File: config.mk
export PLATFORM = sky130hd
export DESIGN_NAME = ex_pipe_ctrl
export DESIGN_NICKNAME = d
export VERILOG_FILES = /design/src/rtl/ex_pipe_ctrl.sv
export SDC_FILE = /design/constraint.sdc
export NUM_CORES = 1
export LEC_CHECK = 0
export CORE_MARGIN = 2
export CORE_UTILIZATION = 45
export DETAILED_ROUTE_END_ITERATION = 16
export MAX_ROUTING_LAYER = met4
export PLACE_DENSITY = 0.84
export RECOVER_POWER = 25
export SLEW_MARGIN = 20
export SYNTH_ARGS = -nofsm -noshare
export SYNTH_HDL_FRONTEND = slang
export SYNTH_SLANG_ARGS = --single-unit
File: constraint.sdc
create_clock -name clk -period 3.7 [get_ports clk]
set_clock_uncertainty 0.2 [all_clocks]
set_input_delay 0.74 -clock clk [delete_from_list [all_inputs] [get_ports clk]]
set_output_delay 0.74 -clock clk [all_outputs]
set_load 0.02 [all_outputs]
File: src/rtl/ex_pipe_ctrl.sv
// EX-stage pipeline sequencing controller: register enables, bubble and flush strobes
// for branch flush, multi-cycle ALU freeze and load-use stall, plus a stall-cycle counter.
module ex_pipe_ctrl #(
    parameter int MC_LAT = 4,
    parameter int CNT_W  = 16
) (
    input  logic             clk,
    input  logic             rst,
    input  logic             id_valid,
    input  logic [4:0]       id_rs1,
    input  logic [4:0]       id_rs2,
    input  logic             id_use_rs1,
    input  logic             id_use_rs2,
    input  logic             ex_valid,
    input  logic [4:0]       ex_rd,
    input  logic             ex_mem_read,
    input  logic             ex_multicycle,
    input  logic             branch_taken,
    output logic             pc_en,
    output logic             ifid_en,
    output logic             idex_en,
    output logic             exmem_en,
    output logic             idex_bubble,
    output logic             ifid_flush,
    output logic             idex_flush,
    output logic             exmem_bubble,
    output logic             busy,
    output logic [CNT_W-1:0] stall_count
);

    localparam int MC_W = (MC_LAT > 2) ? $clog2(MC_LAT) : 1;
    localparam logic [MC_W-1:0]  MC_LOAD = MC_W'(MC_LAT - 1);
    localparam logic             MC_EN   = (MC_LAT > 1) ? 1'b1 : 1'b0;
    localparam logic [CNT_W-1:0] CNT_MAX = {CNT_W{1'b1}};

    typedef enum logic [0:0] {
        RUN     = 1'b0,
        MC_WAIT = 1'b1
    } state_t;

    state_t           state_r;
    state_t           state_nxt_s;
    logic [MC_W-1:0]  mc_cnt_r;
    logic [MC_W-1:0]  mc_cnt_nxt_s;
    logic [CNT_W-1:0] stall_count_r;
    logic             load_use_s;
    logic             mc_start_s;

    // Hazard detection; a write to x0 never creates a dependency.
    always_comb begin
        load_use_s = ex_valid & ex_mem_read & (ex_rd != 5'd0) & id_valid &
                     ((id_use_rs1 & (id_rs1 == ex_rd)) | (id_use_rs2 & (id_rs2 == ex_rd)));
        mc_start_s = ex_valid & ex_multicycle & MC_EN;
    end

    // Resolve flush > freeze > load-use and derive strobes and next state.
    always_comb begin
        pc_en        = 1'b0;
        ifid_en      = 1'b0;
        idex_en      = 1'b0;
        exmem_en     = 1'b0;
        idex_bubble  = 1'b0;
        ifid_flush   = 1'b0;
        idex_flush   = 1'b0;
        exmem_bubble = 1'b0;
        state_nxt_s  = state_r;
        mc_cnt_nxt_s = mc_cnt_r;
        if (rst) begin
            state_nxt_s  = RUN;
            mc_cnt_nxt_s = {MC_W{1'b0}};
        end else if (branch_taken) begin
            pc_en        = 1'b1;
            ifid_en      = 1'b1;
            idex_en      = 1'b1;
            exmem_en     = 1'b1;
            ifid_flush   = 1'b1;
            idex_flush   = 1'b1;
            exmem_bubble = 1'b1;
            state_nxt_s  = RUN;
            mc_cnt_nxt_s = {MC_W{1'b0}};
        end else begin
            case (state_r)
                RUN: begin
                    if (mc_start_s) begin
                        state_nxt_s  = MC_WAIT;
                        mc_cnt_nxt_s = MC_LOAD;
                    end else if (load_use_s) begin
                        idex_en     = 1'b1;
                        idex_bubble = 1'b1;
                        exmem_en    = 1'b1;
                    end else begin
                        pc_en    = 1'b1;
                        ifid_en  = 1'b1;
                        idex_en  = 1'b1;
                        exmem_en = 1'b1;
                    end
                end
                MC_WAIT: begin
                    // EX still holds the MC op here, so load-use is not considered.
                    if (mc_cnt_r > MC_W'(1'b1)) begin
                        mc_cnt_nxt_s = mc_cnt_r - MC_W'(1'b1);
                    end else begin
                        pc_en        = 1'b1;
                        ifid_en      = 1'b1;
                        idex_en      = 1'b1;
                        exmem_en     = 1'b1;
                        state_nxt_s  = RUN;
                        mc_cnt_nxt_s = {MC_W{1'b0}};
                    end
                end
                default: begin
                    state_nxt_s  = RUN;
                    mc_cnt_nxt_s = {MC_W{1'b0}};
                end
            endcase
        end
    end

    // State, latency counter and saturating stall counter.
    always_ff @(posedge clk) begin
        if (rst) begin
            state_r       <= RUN;
            mc_cnt_r      <= {MC_W{1'b0}};
            stall_count_r <= {CNT_W{1'b0}};
        end else begin
            state_r  <= state_nxt_s;
            mc_cnt_r <= mc_cnt_nxt_s;
            if (!pc_en && (stall_count_r != CNT_MAX)) begin
                stall_count_r <= stall_count_r + CNT_W'(1'b1);
            end else begin
                stall_count_r <= stall_count_r;
            end
        end
    end

    // Busy flag is suppressed while reset is held.
    always_comb begin
        if (rst) begin
            busy = 1'b0;
        end else begin
            busy = (state_r == MC_WAIT) ? 1'b1 : 1'b0;
        end
        stall_count = stall_count_r;
    end

endmodule

* Yosys cells after proc, flatten, opt, wreduce, memory -nomap -nowiden
Cells that the tools add are included.
** Storage, ports and cells
- Bits in registers :: 19
- Word-level logic and storage cells :: 48
- Input port bits :: 24
- Output and inout port bits :: 25
** Cells by class
- Bitwise logic cells :: 9
- Reduce and logical (&&, ||, !) cells :: 4
- Mux-type cells :: 25
- Equal/unequal tests :: 4
- $lt $le $gt $ge :: 1
- Add/sub/neg operators :: 2
** Operators with widths (number)
- 2-to-1 mux 1 bit :: 19
- adder 16 x 1 -> 16 bit, second input constant :: 1
- inequality test 16 bit, second input constant :: 1
- == test 5 bit :: 2
- bitwise AND 1 bit :: 7
- one-hot mux 1 bit (2 select lines) :: 3
- nonzero test 5 bit :: 1
- 2-to-1 mux 2 bit :: 2
- one-hot mux 2 bit (2 select lines) :: 1
- greater-than comparator 2 x 1 -> 1 bit, second input constant :: 1
- inequality test 2 bit, second input constant :: 1
- OR reduction 2 bit :: 1
- subtractor 2 x 1 -> 2 bit, second input constant :: 1
- logical AND 1 bit :: 1
- zero test 1 bit :: 1
- inverter 1 bit :: 1
- OR 1 bit :: 1

* Longest topological paths before layout
Gate-level depths: netlist of run 1.
- Depth after elaboration :: 11
- Depth in mapped cells :: 9
- Gate-level depth less buffers :: 7

* Worst setup path after synthesis of run 1
Ideal clock, no wire load.
- Path kind :: input -> output
- From :: in ex_multicycle
- To :: out pc_en
- Path buffers :: 1
- Data required time :: 2.760 ns
- Path slack :: 0.490 ns
- Arrival :: 2.270 ns
- Stages :: 5
- Cell sequence :: nand3b_1 a21oi_1 nor2_1 a21boi_0 buf_4
** Between the ends
- Word-level cells in the longest chain between the ends :: 5
** Ends and longest elaborated chain
- start: declaration :: RTL line 17 : input logic ex_multicycle,
- bitwise AND 1 bit :: RTL line 53 : mc_start_s = ex_valid & ex_multicycle & MC_EN;
- 2-to-1 mux 1 bit
- one-hot mux 1 bit (2 select lines)
- 2-to-1 mux 1 bit (2 in series)
- end: declaration :: RTL line 19 : output logic pc_en,
No other way between the ends.

* Worst setup path after layout of run 1
- From :: in ex_rd[1]
- To :: out ifid_en
** Between the ends
- Word-level cells in the longest chain between the ends :: 9
- Elaborated cells on any way between the ends :: 14
- Classes of those cells :: eq/ne (2); mux (5); bitwise (6); reduce/logical (1)
** Ends and longest elaborated chain
- start: declaration :: RTL line 15 : input logic [4:0] ex_rd,
- == test 5 bit or nonzero test 5 bit (tied branches) :: RTL line 52, 51
- bitwise AND 1 bit (on tied branches) :: RTL line 52, 51
- OR 1 bit or bitwise AND 1 bit (tied branches) :: RTL line 52, 51
- bitwise AND 1 bit * :: RTL line 51 : load_use_s = ex_valid & ex_mem_read & (ex_rd != 5'd0) & id_valid &
- 2-to-1 mux 1 bit * :: RTL line 87 : end else if (load_use_s) begin
- 2-to-1 mux 1 bit * :: RTL line 84 : if (mc_start_s) begin
- one-hot mux 1 bit (2 select lines) * :: RTL line 82 : case (state_r)
- 2-to-1 mux 1 bit * :: RTL line 71 : end else if (branch_taken) begin
- 2-to-1 mux 1 bit * :: RTL line 68 : if (rst) begin
- end: declaration :: RTL line 20 : output logic ifid_en,
Mark *: on every way between the ends. The rest lies on a longest branch, timed or not.

==> flow_summary_export.csv, run 1 <==
group,metric,value,unit
cells_and_area,drive_gt1_frac,0.09140,
routing,finalWirelength,3016,um
global_routing,grt_pass1_wl,4643,um
placed_design,dp_hpwl,2245,um
critical_path,cp-end-kind,"output port",
yosys,synth_area_per_cell,8.335,um2
cells_and_area,n_antenna_cell,0,
hold_path,min_to,"stall_count[15]",
cells_and_area,multiInputGateArea,700.7,um2
critical_path,cp.buffers_inverters,2,
critical_path,cpMaxStageDelayCell,"clkdlybuf4s50_1",
routing,viasPerCell,5.745,
critical_path,reg2reg_slack,1.30,ns
global_routing,grt_overflow_total,0,
die,pin_count,49,
cts,clock_latency,0.29,ns
sta,slew_headroom,0.5722,
routing,drt_iter0_markers,20,
power,cellPowerDensity,247.6,nW/um2
global_routing,grt_use_total,0.2161,
yosys,syn_inst,139,
cells_and_area,area_growth_syn_to_layout,43.84,%
placed_design,placedInstanceArea,1634,um2
yosys,synth.distinct_cells,41,
sta,grt_setup_unrepaired,"false",
yosys,syn_nets,164,
yosys,syn_area,1159,um2
placed_design,place_ws,-0.06024,ns
routing,route.detailed.drc,0,
power,leakage,0.5658,nW
cts,htreeDepth,1,
critical_path,start_kind,"primary input",
die,start_util,0.4720,
routing,postRouteAntennaNets,0,
yosys,seq_area_frac_synth,0.3283,
die,core_area,2455,um2
cts,cts_setup_buffers,0,
placed_design,place.gp.congestion,0.7009,
critical_path,timing.rr.start,"stall_count[0]",
die,die_w,54.74,um
cells_and_area,final_util,0.6789,
power,power,412.6,uW
cts,tritoncts,"done",
sta,hold_violations,0,
cells_and_area,seqCellArea,380.4,um2
critical_path,crit_top_cell,"clkdlybuf4s50_1",
global_routing,grt_max_degree,29,
cells_and_area,fin_nets,212,
job,maxCapViolCount,0,
cells_and_area,n_fill_cell,212,
global_routing,grt_pass1_vias,1121,
cells_and_area,design_area,1667,um2
sta,layout_setup_ws,0.09702,ns
global_routing,antenna_found_initial,0,
routing,detail_route.wl_per_cell,13.96,um
sta,worstMarginPinSlew,0.6401,ns
run_status,status,"finished, final reports clean",
hold_path,min_path_type,"reg -> reg",
sta,fmax,277.5,MHz
hold_path,hold_start,"stall_count[15]",
critical_path,worstPathRequired,2.76,ns
cts,cts_sinks,19,
critical_path,cp_cell_sequence,"clkdlybuf4s50_1 > nor4_2 > a211oi_2 > a21boi_1 > clkdlybuf4s50_1",
critical_path,worstSetupPathType,"in -> out",
sta,post-route-min-period,3.603,ns
yosys,ys_ff_latch,19,
routing,dr_total_vias,1241,
critical_path,cp.arrival,2.66,ns
critical_path,cp_top_family,"buffers and inverters",
critical_path,crit_fanout,3,
sta,drv_slew,0,
placed_design,io_buffers,48,
cts,clk_pin_slew_worst_paths,0.10,ns
die,row_count,18,
critical_path,worstReg2RegEnd,"stall_count[3]",
cts,cts_root_buf,"clkbuf_4",
critical_path,r2r_cells,7,
hold_path,hold_depth,2,
power,ir_drop,0.1912,mV
die,dieArea,2996,um2
cts,clock_path_buffers,2,
yosys,yosysWarnings,0,
cts,cts-buffers-inserted,3,
critical_path,cpPeakStageDelay,0.66,ns
die,die_h,54.74,um
sta,post-route-period-util,0.9738,
sta,setup_viol,0,
routing,drt_pass1_iterations,4,
[worst min-delay path: stages, from the launching register on]
cell and delay (ns):
dfxtp_1 0.34, o31ai_1 0.07, a21oi_1 0.05
[sequential cells by signal, summed over array words and instances (netlist names)]
signal and count:
stall_count 16, mc_cnt_r 2, state_r 1
[report_power, final]
part           internal (mW)  leakage [nW]  switching (mW)  total (mW)
registers              0.208         0.154         0.00447       0.213
logic                 0.0534         0.397          0.0442      0.0976
clock network         0.0420        0.0150          0.0602       0.102
[cell type report]
| class | count | area share |
|---|---|---|
| Clock buffer | 4 | 0.01577 |
| Inverter | 3 | 0.006757 |
| Tap cell | 30 | 0.02252 |
| Sequential cell | 19 | 0.2282 |
| Multi-Input combinational cell | 108 | 0.4204 |
| Timing Repair Buffer | 52 | 0.3063 |
[synthesized netlist by cell type, drive strengths merged]
master  instances  area share
nor4            1      0.0054
dfxtp          19        0.33
nand3           6       0.026
o21a            1      0.0065
mux2i           1      0.0086
nor2b           2       0.011
nand4b          1      0.0076
or2b            1      0.0065
o22ai           2       0.011
clkbuf          3      0.0097
a21boi          3       0.029
nand4           5       0.027
a21oi          16       0.069
xnor2          10       0.076
and4            4       0.036
or3            11       0.060
nand3b          1      0.0065
o21ba           1      0.0086
ha              1       0.011
o31ai           2       0.013
buf             6       0.053
a211oi          2       0.017
inv             3      0.0097
o22a            1      0.0076
and2            3       0.018
and3            2       0.011
nor2            3      0.0097
nand2          10       0.032
or4             2       0.013
o21ai          11       0.048
nor3            4       0.017
xor2            1      0.0076
[cell usage in the layout (no fill, tap or decap), types with 4 or more instances in the layout]
master and count:
or3_1 10, dfxtp_1 19, nand3_1 6, nand4_1 5
nor3_1 4, buf_4 4, o21ai_1 8, a21oi_1 16
dlygate4sd3_1 8, clkdlybuf4s50_1 40, xnor2_1 10, nand2_1 10
[worst max-delay path by stage]
stage	startpoint	to	slack, ns	cells after the start
finish	ex_rd[1]	ifid_en	0.1	5
global route	ex_rd[1]	pc_en	0.02	5
CTS	ex_rd[1]	pc_en	0.002	5
detailed placement	ex_rd[1]	pc_en	-0.06	5
global placement	ex_rd[1]	ifid_en	0.09	5
floorplan	ex_multicycle	pc_en	0.49	5
[routing by layer]
metal,track usage,routed length (um),up-vias
met5,-,0,-
met4,0.05000,47,0
met3,0.04098,318,9
met2,0.4087,1466,57
met1,0.2276,1184,566
li1,-,-,609
[stage by stage]
step	setup TNS, ns	instances	hold slack [ns]
finish	0	216	0.3004
global route	0	216	0.3437
CTS	0	216	0.3072
detailed placement	-0.1170	212	0.2907
global placement	0	212	0.2803
floorplan	0	139	0.2683
[what timing repair did]
| item | CTS | global route |
|---|---|---|
| endpoints found under the hold margin | 0 | 0 |
| hold buffers | 0 | 0 |
| resized for setup | 1 | 1 |
| setup endpoints to repair | 2 | 2 |
[cell families (layout without fill, tap and decap cells)]
| logic type | after synthesis | after routing | synth area share |
|---|---|---|---|
| adder cells (fa/ha/maj) | 1 | 1 | 0.01080 |
| multiplexers | 1 | 1 | 0.008640 |
| XOR/XNOR | 11 | 11 | 0.08315 |
| AO/OA/AOI/OAI | 39 | 39 | 0.2095 |
| AND/OR/NAND/NOR | 56 | 56 | 0.2873 |
| buffers and inverters | 12 | 59 | 0.07235 |
| flip-flops | 19 | 19 | 0.3283 |
Note: power is estimated with default switching activity, not from simulation.
==> run 2, diff against run 1 <==
- CORE_MARGIN: 2 -> 10
- CTS_CLUSTER_DIAMETER: not set -> 30
==> flow_summary_export.csv, run 2 (synthesis results as in run 1) <==
group,metric,value,unit
run_status,status,"finished, final reports clean",
routing,dr_total_vias,1246,
critical_path,r2r_cells,7,
sta,post-route-min-period,3.595,ns
cells_and_area,n_antenna_cell,0,
critical_path,cp_top_family,"buffers and inverters",
power,leakage,0.5752,nW
routing,detail_route.wl_per_cell,16.22,um
critical_path,cp.depth,6,
sta,slew_headroom,0.5783,
die,pin_count,49,
critical_path,cp_cell_sequence,"clkdlybuf4s50_1 > xnor2_1 > nand4_1 > o22ai_1 > and3_1 > clkdlybuf4s50_1",
critical_path,cp-end-kind,"output port",
cells_and_area,design_area,1683,um2
cells_and_area,seqCellArea,380.4,um2
routing,postRouteAntennaNets,0,
sta,fmax,278.2,MHz
sta,setup_viol,0,
routing,drt_pass1_iterations,4,
cts,clock_latency,0.30,ns
cells_and_area,drive_gt1_frac,0.1064,
global_routing,grt_pass1_vias,1249,
hold_path,min_path_type,"reg -> reg",
global_routing,grt_pass1_wl,5796,um
routing,viasPerCell,5.716,
critical_path,worstPathRequired,2.76,ns
sta,drv_slew,0,
cts,cts_sinks,19,
cts,cts-buffers-inserted,3,
sta,hold_violations,0,
cells_and_area,largest_reg_flops,16,
hold_path,hold_depth,2,
sta,worstMarginPinSlew,0.6310,ns
cells_and_area,n_fill_cell,203,
placed_design,placedInstanceArea,1649,um2
die,die_w,70.74,um
critical_path,start_kind,"primary input",
critical_path,crit_top_cell,"clkdlybuf4s50_1",
cells_and_area,fin_nets,214,
critical_path,cp.buffers_inverters,2,
critical_path,worstSetupPathType,"in -> out",
sta,post-route-period-util,0.9715,
power,ir_drop,0.3064,mV
placed_design,place.gp.congestion,0.8217,
critical_path,timing.rr.start,"stall_count[0]",
cells_and_area,area_growth_syn_to_layout,45.25,%
routing,drt_iter0_markers,43,
critical_path,crit_fanout,3,
die,dieArea,5004,um2
cts,tritoncts,"done",
cts,cts_root_buf,"clkbuf_4",
cts,clk_pin_slew_worst_paths,0.10,ns
die,row_count,18,
global_routing,grt_use_total,0.1381,
routing,route.detailed.drc,0,
die,start_util,0.4677,
critical_path,cpPeakStageDelay,0.61,ns
cells_and_area,layout_commonest_cell,"clkdlybuf4s50_1",
critical_path,reg2reg_slack,1.33,ns
die,die_h,70.74,um
hold_path,min_to,"state_r",
placed_design,dp_hpwl,2730,um
global_routing,grt_overflow_total,0,
cells_and_area,final_util,0.6793,
global_routing,antenna_found_initial,0,
placed_design,io_buffers,48,
critical_path,cp.arrival,2.65,ns
die,core_area,2477,um2
cells_and_area,final_cell_mix,"clkdlybuf4s50_1 (41), dfxtp_1 (19), a21oi_1 (16)",
routing,finalWirelength,3536,um
critical_path,worstReg2RegEnd,"stall_count[1]",
power,cellPowerDensity,247.7,nW/um2
cts,clock_path_buffers,2,
global_routing,grt_max_degree,29,
cells_and_area,multiInputGateArea,700.7,um2
critical_path,cpMaxStageDelayCell,"clkdlybuf4s50_1",
hold_path,hold_start,"mc_cnt_r[1]",
job,maxCapViolCount,0,
cts,htreeDepth,1,
[run 2: cell types whose count changed in the layout (fill, tap and decap cells not counted), sizes merged]
cell / change
buf: +2
clkdlybuf4s50: +1
clkbuf: -1
dlygate4sd3: -1
clkinv: +1
[run 2: worst max path at each step]
stage                             start     endpoint  slack [ns]
after floorplan           ex_multicycle        pc_en        0.49
after global placement         ex_rd[1]      ifid_en        0.12
after detailed placement       ex_rd[1]        pc_en       0.008
after CTS                      ex_rd[1]        pc_en      0.0004
after global routing           ex_rd[1]        pc_en       -0.01
final                          ex_rd[4]  idex_bubble        0.11
[run 2: layout make-up]
class,instances,share of cell area
Clock buffer,3,0.01338
Multi-Input combinational cell,108,0.4164
Inverter,3,0.006691
Timing Repair Buffer,54,0.3123
Sequential cell,19,0.2260
Tap cell,30,0.02230
Clock inverter,1,0.002974
[run 2: what timing repair did]
action,in CTS,in global routing
endpoints found under the setup margin,0,2
buffers inserted,0,0
hold buffers,0,0
gates resized for setup,0,2
[run 2: tightest hold or removal path, stage by stage (launching register included)]
cell and delay, ns:
dfxtp_1 0.33, nand2_1 0.08, a211oi_1 0.07
[run 2: per-stage QoR]
step / instances / power [mW] / worst slack, ns / hold WS (ns) / setup TNS, ns
after floorplan: 139 / 0.2683 / 0.4902 / 0.2683 / 0
after global placement: 214 / 0.3141 / 0.1171 / 0.2807 / 0
after detailed placement: 214 / 0.3179 / 0.008026 / 0.2866 / 0
after CTS: 218 / 0.4196 / 0.0003677 / 0.3027 / 0
after global routing: 218 / 0.4383 / -0.01336 / 0.3461 / -0.02785
final: 218 / 0.4168 / 0.1053 / 0.3094 / 0
[run 2: routing by layer]
metal	part of all wire	wire (um)	global-route usage	vias up
met3	0.071	252	0.03347	4
met4	0.0082	29	0.02796	0
met1	0.42	1497	0.1603	587
met5	0	0	-	-
li1	-	-	-	605
met2	0.50	1757	0.2354	50
[run 2: report_power, final]
part / switching [mW] / leakage [nW] / internal, mW
combinational: 0.0457 / 0.404 / 0.0546
sequential: 0.00469 / 0.154 / 0.209
clock: 0.0630 / 0.0177 / 0.0403
==> run 3, diff against run 2 <==
- CORE_UTILIZATION: 45 -> 35
- PLACE_DENSITY: 0.84 -> 0.68
- TNS_END_PERCENT: not set -> 20
==> flow_summary_export.csv, run 3 (synthesis results as in run 1) <==
group,metric,value,unit
placed_design,place_ws,0.02511,ns
routing,viasPerCell,5.259,
sta,hold_violations,0,
cts,tritoncts,"done",
critical_path,cp.arrival,2.64,ns
sta,fin_tns_setup,0,ns
global_routing,grt_max_degree,29,
routing,postRouteAntennaNets,0,
sta,post-route-period-util,0.9680,
sta,setup_viol,0,
power,ir_drop,0.1472,mV
critical_path,worstPathRequired,2.76,ns
placed_design,io_buffers,48,
sta,post-route-min-period,3.582,ns
die,row_count,20,
critical_path,worstSetupPathType,"in -> out",
cells_and_area,area_growth_syn_to_layout,46.87,%
sta,drv_slew,0,
global_routing,grt_pass1_wl,5623,um
power,leakage,0.5956,nW
power,cellPowerDensity,248.1,nW/um2
routing,finalWirelength,3478,um
cts,htreeDepth,1,
cells_and_area,largest_reg_flops,16,
critical_path,crit_fanout,3,
run_status,status,"finished, final reports clean",
routing,drt_iter0_markers,50,
global_routing,antenna_found_initial,0,
cts,cts_root_buf,"clkbuf_4",
routing,drt_pass1_iterations,4,
critical_path,start_kind,"primary input",
sta,grt_setup_unrepaired,"false",
cells_and_area,n_antenna_cell,0,
cts,clock_latency,0.31,ns
job,maxCapViolCount,0,
cells_and_area,final_cell_mix,"clkdlybuf4s50_1 (37), dfxtp_1 (19), a21oi_1 (16)",
cells_and_area,drive_gt1_frac,0.1011,
critical_path,r2r_cells,7,
die,die_w,77.54,um
cells_and_area,multiInputGateArea,700.7,um2
cells_and_area,final_util,0.5484,
cts,cts-buffers-inserted,3,
die,dieArea,6012,um2
hold_path,hold_depth,2,
die,core_area,3103,um2
placed_design,dp_hpwl,2652,um
cts,clock_path_buffers,2,
global_routing,grt_use_total,0.1128,
sta,worstMarginPinSlew,0.8963,ns
sta,slew_headroom,0.4025,
sta,fmax,279.2,MHz
cells_and_area,fin_nets,214,
global_routing,grt_pass1_vias,1154,
cells_and_area,layout_commonest_cell,"clkdlybuf4s50_1",
cells_and_area,seqCellArea,380.4,um2
routing,detail_route.wl_per_cell,14.99,um
sta,fin_hold_ws,0.3120,ns
critical_path,cp-end-kind,"output port",
hold_path,min_path_type,"reg -> reg",
sta,layout_setup_ws,0.1185,ns
die,pin_count,49,
die,die_h,77.54,um
cts,cts_setup_buffers,0,
cells_and_area,n_fill_cell,312,
routing,route.detailed.drc,0,
power,power,422.2,uW
die,start_util,0.3734,
cts,clk_pin_slew_worst_paths,0.12,ns
placed_design,place.gp.congestion,0.8298,
cts,cts_sinks,19,
global_routing,grt_overflow_total,0,
routing,dr_total_vias,1220,
==> run 3: timing repair <==
action	CTS	global route
hold endpoints to repair	0	0
gates resized for setup	0	3
setup endpoints to repair	0	3
hold buffers	0	0
==> run 3: report_power, final <==
part | switching (mW) | total (mW) | internal [mW]
Clock | 0.0696 | 0.110 | 0.0403
Combinational | 0.0452 | 0.0990 | 0.0538
Sequential | 0.00476 | 0.213 | 0.209
==> run 3: cell type report <==
class                   instances  area share
multi-input cells             108      0.4118
repair buffers                 54      0.3096
flip-flops and latches         19      0.2235
well taps                      44     0.03235
clock buffers                   3     0.01324
inverters                       3    0.006618
clock inverters                 1    0.002941
==> run 3: final timing paths <==
path | from | to | slack, ns
worst max-delay path | ex_rd[4] | idex_bubble | 0.12
worst min-delay path | stall_count[15] | stall_count[15] | 0.31
worst max register to register | stall_count[0] | stall_count[1] | 1.20
worst min register to register | stall_count[15] | stall_count[15] | 0.31
==> run 3: critical path, cell delays in order <==
cell	delay, ns
clkdlybuf4s50_1	0.48
xnor2_1	0.23
nand4_1	0.16
o22ai_2	0.24
and3_1	0.17
clkdlybuf4s50_1	0.62
==> run 3: metrics by stage <==
step / instances / area (um2)
after floorplan: 139 / 1159
after global placement: 228 / 1667
after detailed placement: 228 / 1667
after CTS: 232 / 1694
after global routing: 232 / 1702
final: 232 / 1702
==> run 3: routing by layer <==
layer,wire [um],GRT usage,vias up,share of wire
met1,1751,0.1430,570,0.50
li1,-,-,606,-
met3,97,0.02304,2,0.028
met5,0,-,-,0
met2,1609,0.1789,42,0.46
met4,20,0.02737,0,0.0058
